### src/rtl/bram_port_arbiter.sv
// ---------------------------------------------------------------------------
// bram_port_arbiter
//
// Shares one single-port Block RAM between NUM_CH requesters. One channel is
// granted per cycle by a round-robin scan that starts at the priority pointer.
// The winner's address, write data and byte enables drive the BRAM port.
// Granted reads are tracked by a RD_LAT-deep tag pipeline, so the read data
// can be returned to its originating channel with a one-hot valid pulse.
//
// Parameters:
//   NUM_CH     number of requesting channels (2..16)
//   DATA_BITW  data width in bits (multiple of 8)
//   ADDR_BITW  byte-address width in bits
//   RD_LAT     BRAM read latency in cycles (1 or 2)
//
// Ports:
//   Clk_CI        clock for all logic and for the BRAM port
//   Rst_RBI       synchronous active-low reset
//   Req_SI        per-channel request
//   Gnt_SO        one-hot grant, combinational from Req_SI
//   Addr_DI       per-channel byte address, channel c at [c*ADDR_BITW +: ADDR_BITW]
//   Wr_DI         per-channel write data,   channel c at [c*DATA_BITW +: DATA_BITW]
//   WrEn_SI       per-channel byte enables; all-zero means read
//   Lock_SI       per-channel lock (only with BRAM_PORT_ARBITER_LOCK_EN)
//   Rd_DO         read data, shared by all channels
//   RdVal_SO      one-hot read-data valid
//   Bram_Rst_RO   BRAM output-register reset, active high
//   Bram_En_SO    BRAM enable
//   Bram_Addr_DO  BRAM byte address
//   Bram_Wr_DO    BRAM write data
//   Bram_WrEn_SO  BRAM byte write enable
//   Bram_Rd_DI    BRAM read data
//
// Optional feature: define BRAM_PORT_ARBITER_LOCK_EN to add Lock_SI. A channel
// that was granted last cycle and still holds Req_SI and Lock_SI is granted
// again, ahead of the round-robin scan.
// ---------------------------------------------------------------------------
module bram_port_arbiter #(
  parameter int NUM_CH    = 4,
  parameter int DATA_BITW = 32,
  parameter int ADDR_BITW = 32,
  parameter int RD_LAT    = 1
) (
  input  logic                            Clk_CI,
  input  logic                            Rst_RBI,
  input  logic [NUM_CH-1:0]               Req_SI,
  output logic [NUM_CH-1:0]               Gnt_SO,
  input  logic [NUM_CH*ADDR_BITW-1:0]     Addr_DI,
  input  logic [NUM_CH*DATA_BITW-1:0]     Wr_DI,
  input  logic [NUM_CH*(DATA_BITW/8)-1:0] WrEn_SI,
`ifdef BRAM_PORT_ARBITER_LOCK_EN
  input  logic [NUM_CH-1:0]               Lock_SI,
`endif
  output logic [DATA_BITW-1:0]            Rd_DO,
  output logic [NUM_CH-1:0]               RdVal_SO,
  output logic                            Bram_Rst_RO,
  output logic                            Bram_En_SO,
  output logic [ADDR_BITW-1:0]            Bram_Addr_DO,
  output logic [DATA_BITW-1:0]            Bram_Wr_DO,
  output logic [DATA_BITW/8-1:0]          Bram_WrEn_SO,
  input  logic [DATA_BITW-1:0]            Bram_Rd_DI
);

  localparam int IDX_BITW = $clog2(NUM_CH);
  localparam int BE_BITW  = DATA_BITW / 8;

  logic [IDX_BITW-1:0] prio_q, prio_d;   // round-robin pointer (highest priority)
  logic                win_vld;
  logic [IDX_BITW-1:0] win_idx;
  logic [IDX_BITW-1:0] cand;
  logic                is_rd;

  logic [RD_LAT-1:0]   tag_vld_q;
  logic [IDX_BITW-1:0] tag_ch_q [RD_LAT];

`ifdef BRAM_PORT_ARBITER_LOCK_EN
  logic                lock_vld_q;       // a grant happened last cycle
  logic [IDX_BITW-1:0] lock_ch_q;        // channel granted last cycle
  logic                lock_hit;

  assign lock_hit = lock_vld_q & Req_SI[lock_ch_q] & Lock_SI[lock_ch_q];
`endif

  // Winner selection: first requester at or above prio_q, wrapping around.
  always_comb begin : arbitrate
    // NOTE: every signal written here gets a default first, so no path can
    // leave it unassigned and infer a latch.
    win_vld = 1'b0;
    win_idx = '0;
    cand    = '0;
    for (int i = 0; i < NUM_CH; i++) begin
      cand = IDX_BITW'((int'(prio_q) + i) % NUM_CH);
      if (!win_vld && Req_SI[cand]) begin
        win_vld = 1'b1;
        win_idx = cand;
      end
    end
`ifdef BRAM_PORT_ARBITER_LOCK_EN
    // A held lock overrides the scan; the pointer then stays at holder+1.
    if (lock_hit) begin
      win_vld = 1'b1;
      win_idx = lock_ch_q;
    end
`endif
    if (!Rst_RBI) win_vld = 1'b0;
  end

  always_comb begin : next_prio
    prio_d = prio_q;
    if (win_vld) begin
      if (win_idx == IDX_BITW'(NUM_CH - 1)) prio_d = '0;
      else                                  prio_d = win_idx + 1'b1;
    end
  end

  // Port mux: everything reads as zero when nothing is granted.
  always_comb begin : port_mux
    Gnt_SO       = '0;
    Bram_Addr_DO = '0;
    Bram_Wr_DO   = '0;
    Bram_WrEn_SO = '0;
    for (int c = 0; c < NUM_CH; c++) begin
      if (win_vld && win_idx == IDX_BITW'(c)) begin
        Gnt_SO[c]    = 1'b1;
        Bram_Addr_DO = Addr_DI[c*ADDR_BITW +: ADDR_BITW];
        Bram_Wr_DO   = Wr_DI[c*DATA_BITW +: DATA_BITW];
        Bram_WrEn_SO = WrEn_SI[c*BE_BITW +: BE_BITW];
      end
    end
  end

  assign is_rd       = win_vld && (Bram_WrEn_SO == '0);
  assign Bram_En_SO  = Rst_RBI & (|Req_SI);
  assign Bram_Rst_RO = ~Rst_RBI;
  assign Rd_DO       = Bram_Rd_DI;

  // Control state: pointer and tag valid bits.
  always_ff @(posedge Clk_CI) begin : ctrl_regs
    if (!Rst_RBI) begin
      prio_q    <= '0;
      tag_vld_q <= '0;
    end else begin
      prio_q       <= prio_d;
      tag_vld_q[0] <= is_rd;
      for (int s = 1; s < RD_LAT; s++) tag_vld_q[s] <= tag_vld_q[s-1];
    end
  end

  // NOTE: the channel index payload is never reset; it is only looked at
  // when the matching valid bit is set, and the valid bits are reset.
  always_ff @(posedge Clk_CI) begin : tag_payload
    tag_ch_q[0] <= win_idx;
    for (int s = 1; s < RD_LAT; s++) tag_ch_q[s] <= tag_ch_q[s-1];
  end

`ifdef BRAM_PORT_ARBITER_LOCK_EN
  always_ff @(posedge Clk_CI) begin : lock_regs
    if (!Rst_RBI) begin
      lock_vld_q <= 1'b0;
      lock_ch_q  <= '0;
    end else begin
      lock_vld_q <= win_vld;
      lock_ch_q  <= win_idx;
    end
  end
`endif

  // Read-data valid: decode of the last tag stage, silenced during reset.
  always_comb begin : rd_valid
    RdVal_SO = '0;
    if (Rst_RBI && tag_vld_q[RD_LAT-1]) RdVal_SO[tag_ch_q[RD_LAT-1]] = 1'b1;
  end

endmodule

### config.mk
export PLATFORM = sky130hd
export DESIGN_NAME = bram_port_arbiter
export DESIGN_NICKNAME = d
export VERILOG_FILES = /design/src/rtl/bram_port_arbiter.sv
export SDC_FILE = /design/constraint.sdc
export NUM_CORES = 1
export LEC_CHECK = 0
export CELL_PAD_IN_SITES_DETAIL_PLACEMENT = 0
export CELL_PAD_IN_SITES_GLOBAL_PLACEMENT = 1
export CORE_AREA = 4 4 161 163
export DETAILED_ROUTE_END_ITERATION = 6
export DIE_AREA = 0 0 165 167
export PLACE_DENSITY_LB_ADDON = 0.1
export SLEW_MARGIN = 20
export SYNTH_ARGS = -nofsm -noshare
export SYNTH_HDL_FRONTEND = slang
export SYNTH_SLANG_ARGS = --single-unit
### constraint.sdc
create_clock -name Clk_CI -period 2.4 [get_ports Clk_CI]
set_input_delay 0.24 -clock Clk_CI [delete_from_list [all_inputs] [get_ports Clk_CI]]
set_output_delay 0.24 -clock Clk_CI [all_outputs]
set_load 0.05 [all_outputs]
# ---- After elaboration in Yosys (flattened, before gate mapping)
# Memories as Yosys holds them, arrays and structs flattened.
# Cells that the tools add are included.
# W data, S select, Z words.
dict set report totals {
  n_memories 1
  out_inout_bits 110
  mem_bits_ro 0
  ram_bits 2
  register_bits 3
  latch_bits 0
  in_bits 310
}
dict set report classes {
  n_addsub 4
  n_mux 37
  div_mod_pow 0
  mul 0
  n_reduce_logical 16
  shifts 0
  n_eq_ne 3
  magnitude_cmp 6
  bitwise_logic 2
}
# memory words word_bits read_ports rd_clocked_by_memory_dff write_ports line_no
set memory_table {}
lappend memory_table {tag_ch_q 1 2 1 0 1 74} ;# logic [IDX_BITW-1:0] tag_ch_q [RD_LAT];
# op count
set op_table {}
lappend op_table {{$mux W32} 8}
lappend op_table {{$mux W4} 5}
lappend op_table {{$lt A2 B3 Y1 const B} 5}
lappend op_table {{$mux W1} 14}
lappend op_table {{$logic_and A1 B1 Y1} 10}
lappend op_table {{$mux W2} 5}
lappend op_table {{$bmux W1 S2} 4}
lappend op_table {{$add A2 B1 Y2 const B} 2}
lappend op_table {{$add A2 B2 Y2 const B} 2}
lappend op_table {{$eq A2 B2 Y1 const B} 2}
lappend op_table {{$logic_not A4 Y1} 1}
lappend op_table {{$reduce_or A4 Y1} 1}
lappend op_table {{$logic_not A1 Y1} 3}
lappend op_table {{$demux W1 S2} 1}
lappend op_table {{$eq A2 B1 Y1 const B} 1}
lappend op_table {{$ge A2 B1 Y1 const B} 1}
lappend op_table {{$logic_not A2 Y1} 1}
lappend op_table {{$and A1 B1 Y1} 1}
lappend op_table {{$not A1 Y1} 1}

# ---- Depth between registers and ports, before layout
dict set report logic_depth {
  ltp_word 20
  mapped_depth 12
  mapped_depth_nobuf 9
}

# ---- Worst setup path before layout
# OpenSTA, ideal clock, no wires.
dict set report synth_path {
  path_type {register to output}
  start {register prio_q[1]}
  end {output port Bram_Addr_DO[10]}
  path_stages_with_launch 11
  t_required_ps 2160
  slack_ps -324
  n_path_buf 3
  t_arrival_ps 2484
  cell_sequence {dfxtp_1 o221ai_1 a21oi_1 ha_1 buf_2 buf_2 buf_1 a21oi_1 o21ai_0 a22oi_1 nor2_1}
}
dict set report synth_between {
  elab_chain_len 18
  elab_cells_between_ends 38
  classes_between {3 x add/sub; 3 x eq/ne; 21 x mux; 11 x reduce/logical}
}
# item line_no
set synth_rtl {}
lappend synth_rtl {{start: declaration} 67} ;# logic [IDX_BITW-1:0] prio_q, prio_d;
lappend synth_rtl {{start signal: assignment} 143} ;# prio_q <= prio_d;
lappend synth_rtl {{branches (longest 11 deep; another with $add A2 B1 Y2)} --}
lappend synth_rtl {{$mux W2 (*)} 93} ;# if (!win_vld && Req_SI[cand]) begin
lappend synth_rtl {{named net win_idx[0]} 69} ;# logic [IDX_BITW-1:0] win_idx;
lappend synth_rtl {{$logic_not A2 Y1} 123} ;# if (win_vld && win_idx == IDX_BITW'(c)) begin
lappend synth_rtl {{$logic_and A1 B1 Y1} 123}
lappend synth_rtl {{$mux W32 (3 in a row)} 123}
lappend synth_rtl {{$mux W32 (*)} 123}
lappend synth_rtl {{end: declaration} 58} ;# output logic [ADDR_BITW-1:0] Bram_Addr_DO,
# Mark *: on every way through the listed nets, which the timed path passes. The select of a mux whose other input is x is not followed.

# ---- Worst setup path after layout
dict set report layout_path {
  start {register prio_q[1]}
  end {output port Bram_Wr_DO[17]}
}
dict set report layout_between {
  elab_chain_len 18
  elab_cells_between_ends 38
  classes_between {3 x add/sub; 3 x eq/ne; 21 x mux; 11 x reduce/logical}
}
# item line_no
set layout_rtl {}
lappend layout_rtl {{branches (longest 11 deep; another with $add A2 B1 Y2)} --}
lappend layout_rtl {{$mux W2 (*)} 93}
lappend layout_rtl {{named net win_idx[0]} 69}
lappend layout_rtl {{$logic_not A2 Y1} 123}
lappend layout_rtl {{$logic_and A1 B1 Y1} 123}
lappend layout_rtl {{$mux W32 (3 in a row)} 123}
lappend layout_rtl {{$mux W32 (*)} 123}
lappend layout_rtl {{end: declaration} 59} ;# output logic [DATA_BITW-1:0] Bram_Wr_DO,
# Marked as above.

==> results.json <==
{
  "syn_area_per_cell_um2": 5.24,
  "ir_worst_vdd_mv": 0.310,
  "fillCellCount": 2468,
  "drive_gt1_frac": 0.468,
  "path_class": "register to primary output",
  "final_cell_mix": "clkdlybuf4s50_1 (273), a21oi_2 (81), nand2_1 (77)",
  "cp_slowest_stage_delay_ns": 0.35,
  "clk_path_buf_depth": 2,
  "final_nets": 1311,
  "max_cap_viol_count": 0,
  "ys_ff_latch": 5,
  "relSlewSlack": 0.699,
  "cp_data_required_time_ns": 2.16,
  "power.switching_w": 0.00320,
  "antenna_found_initial": 0,
  "syn2layout_area_growth_pct": 220,
  "layout.cells.non_filler": 1320,
  "fmax_ghz": 0.386,
  "yosys_warnings": 0,
  "cts_tree": "done",
  "drt_iter0_drc": 115,
  "syn_area_um2": 3200,
  "finalCritPeriodShare": 1.08,
  "setup_tns_ns": -8.16,
  "netSwitchingFraction": 0.496,
  "row_count": 57,
  "clockRootBuffer": "clkbuf_16",
  "syn_inst": 611,
  "initial_core_util": 0.132,
  "synth.distinct_cells": 31,
  "rr_worst_depth": 15,
  "multi_input_area_um2": 3740,
  "syn-num-nets": 925,
  "power_density_nw_per_um2": 629,
  "setup_viol": 69,
  "io_pins": 420,
  "cts_max_level": 1,
  "num_antenna_cells": 0,
  "path_clk_slew_ns": 0.03,
  "final_max_slew_viol_count": 0,
  "rsz0062_at_grt": "yes",
  "cts_buffers": 3,
  "cts.sinks": 5,
  "coreArea_um2": 24300,
  "grt_pass1_vias": 6006,
  "run_status": "complete, but fails checks",
  "tightest_slew_ns": 0.447,
  "hpwlAfterDp_um": 17800,
  "post-place-ws_ns": -0.500,
  "holdBufCountCts": 0,
  "critPathLaunchType": "register",
  "routed_wl_um": 24300,
  "cp_cell_sequence": "buf_6 -> inv_2 -> o221ai_2 -> a21oi_2 -> buf_4 -> inv_4 -> ha_4 -> buf_4 -> buf_12 -> a21oi_1 -> o21ai_1 -> a22oi_2 -> nor2_4 -> buf_6",
  "arrival_ns": 2.35,
  "seq_area_um2": 105,
  "layout_commonest_cell": "clkdlybuf4s50_1",
  "path_depth": 14,
  "dr.pass1.iters": 4,
  "layout_min_cycle_time_ns": 2.59,
  "hold_path_class": "primary input to primary output",
  "grt_usage": 0.156,
  "fin_ws_ns": -0.190,
  "final_util": 0.421,
  "cp_top_family": "buffers and inverters",
  "p_comb_frac": 0.939,
  "seq_area_frac_synth": 0.0313,
  "wl_per_cell_um": 18.4,
  "slowest_stage": "dfxtp_4",
  "die_area_um2": 27600,
  "p_leak_nw": 3.93,
  "cell_internal_pwr_w": 0.00325,
  "via_per_inst": 4.38,
  "hold_viol_final": 0,
  "insertion_delay_ns": 0.23,
  "worstHoldPathCells": 0,
  "port_buffers": 355,
  "drc": 0,
  "drtAntennaViolNets": 0,
  "critPathMaxFanout": 12,
  "violations": "setup timing",
  "place_congestion": 0.803,
  "skew_ns": 0.000387,
  "pwr-share-clk": 0.042,
  "power_frac_seq": 0.018,
  "placed_cells": 1260,
  "grt_pass1_wl_um": 34000,
  "path_buf_inv": 7,
  "overflow": 0,
  "worstSetupEndpointType": "primary output",
  "grt_max_degree": 31,
  "dieWidth_um": 165,
  "p_total_w": 0.00645,
  "vias": 5776,
  "die_h_um": 167
}
[cell type report]
| class | count | area share |
|---|---|---|
| clock buffers | 4 | 0.00769 |
| inverters | 72 | 0.0266 |
| multi-input cells | 443 | 0.365 |
| flip-flops and latches | 5 | 0.0103 |
| well taps | 324 | 0.0396 |
| repair buffers | 472 | 0.550 |
[Yosys cell counts]
cell / instances / area, µm²
a22oi_1: 62 / 465
buf_2: 10 / 50.1
inv_1: 71 / 267
a211o_1: 2 / 17.5
dfxtp_1: 5 / 100
a21oi_1: 132 / 661
a221o_1: 1 / 10.0
nor2_1: 70 / 263
a211oi_1: 1 / 7.51
nor2b_1: 5 / 31.3
ha_1: 4 / 50.1
o211ai_1: 4 / 30.0
nor3_1: 2 / 10.0
nor4_1: 1 / 6.26
buf_4: 33 / 248
buf_6: 6 / 67.6
and3_4: 2 / 22.5
clkbuf_1: 23 / 86.3
a221oi_1: 2 / 17.5
o21ai_0: 64 / 320
nand2_4: 1 / 11.3
nand3_1: 1 / 5.00
and3_1: 6 / 37.5
nor3_2: 1 / 10.0
o22a_1: 1 / 8.76
o22ai_1: 1 / 6.26
buf_1: 19 / 71.3
nand2_1: 77 / 289
o221ai_1: 2 / 17.5
or4_4: 1 / 11.3
inv_2: 1 / 3.75
[power groups by stage]
stage               Combinational [W]  Clock, W  Sequential [W]
floorplan                     0.00271         0        0.000113
global placement              0.00464         0        0.000117
detailed placement            0.00463         0        0.000116
CTS                           0.00558  0.000280        0.000118
global route                  0.00643  0.000288        0.000122
finish                        0.00606  0.000274        0.000119
[per-stage QoR]
step,hold slack (ns),instance area [µm²]
after global placement,0.480,8210
after CTS,0.480,9470
after floorplan,0.425,3690
after detailed placement,0.480,8210
final,0.480,10200
after global routing,0.480,10200
[per-layer routing]
layer / share of wire / track usage / vias up
li1: - / - / 2838
met1: 0.36 / 0.171 / 2678
met2: 0.53 / 0.295 / 226
met3: 0.092 / 0.0433 / 34
met4: 0.014 / 0.0307 / 0
met5: 0 / 0 / -
[state kept, by name, summed over array words and instances, names as in the netlist]
signal     flops
tag_vld_q      1
prio_q         2
tag_ch_q       2
[cell families after synthesis]
| group | synth area share |
|---|---|
| AOI/OAI and AO/OA | 0.488 |
| adders and majority gates | 0.0156 |
| buffers and inverters | 0.248 |
| DFF | 0.0313 |
| and+or+nand+nor | 0.218 |
[worst paths after layout]
check | start | endpoint | slack (ns)
max | prio_q[1] | Bram_Wr_DO[17] | -0.19
min | Bram_Rd_DI[13] | Rd_DO[13] | 0.48
max reg2reg | prio_q[1] | tag_vld_q | -0.12
min reg2reg | prio_q[0] | prio_q[0] | 0.60
[worst register-to-register path, delay by kind of cell (launching register included)]
family	cells	cell delay, ns
buffers and inverters	8	0.89
AO/OA/AOI/OAI	4	0.76
flip-flops	1	0.35
AND/OR/NAND/NOR	2	0.25
adder cells (fa/ha/maj)	1	0.18
[repair_timing]
action | CTS | global route
setup endpoints to repair | 73 | 72
pin swaps | 55 | 69
cloned | 8 | 8
gates resized for setup | 244 | 130
setup buffers | 22 | 21
Power figures use the tool's default switching activity.
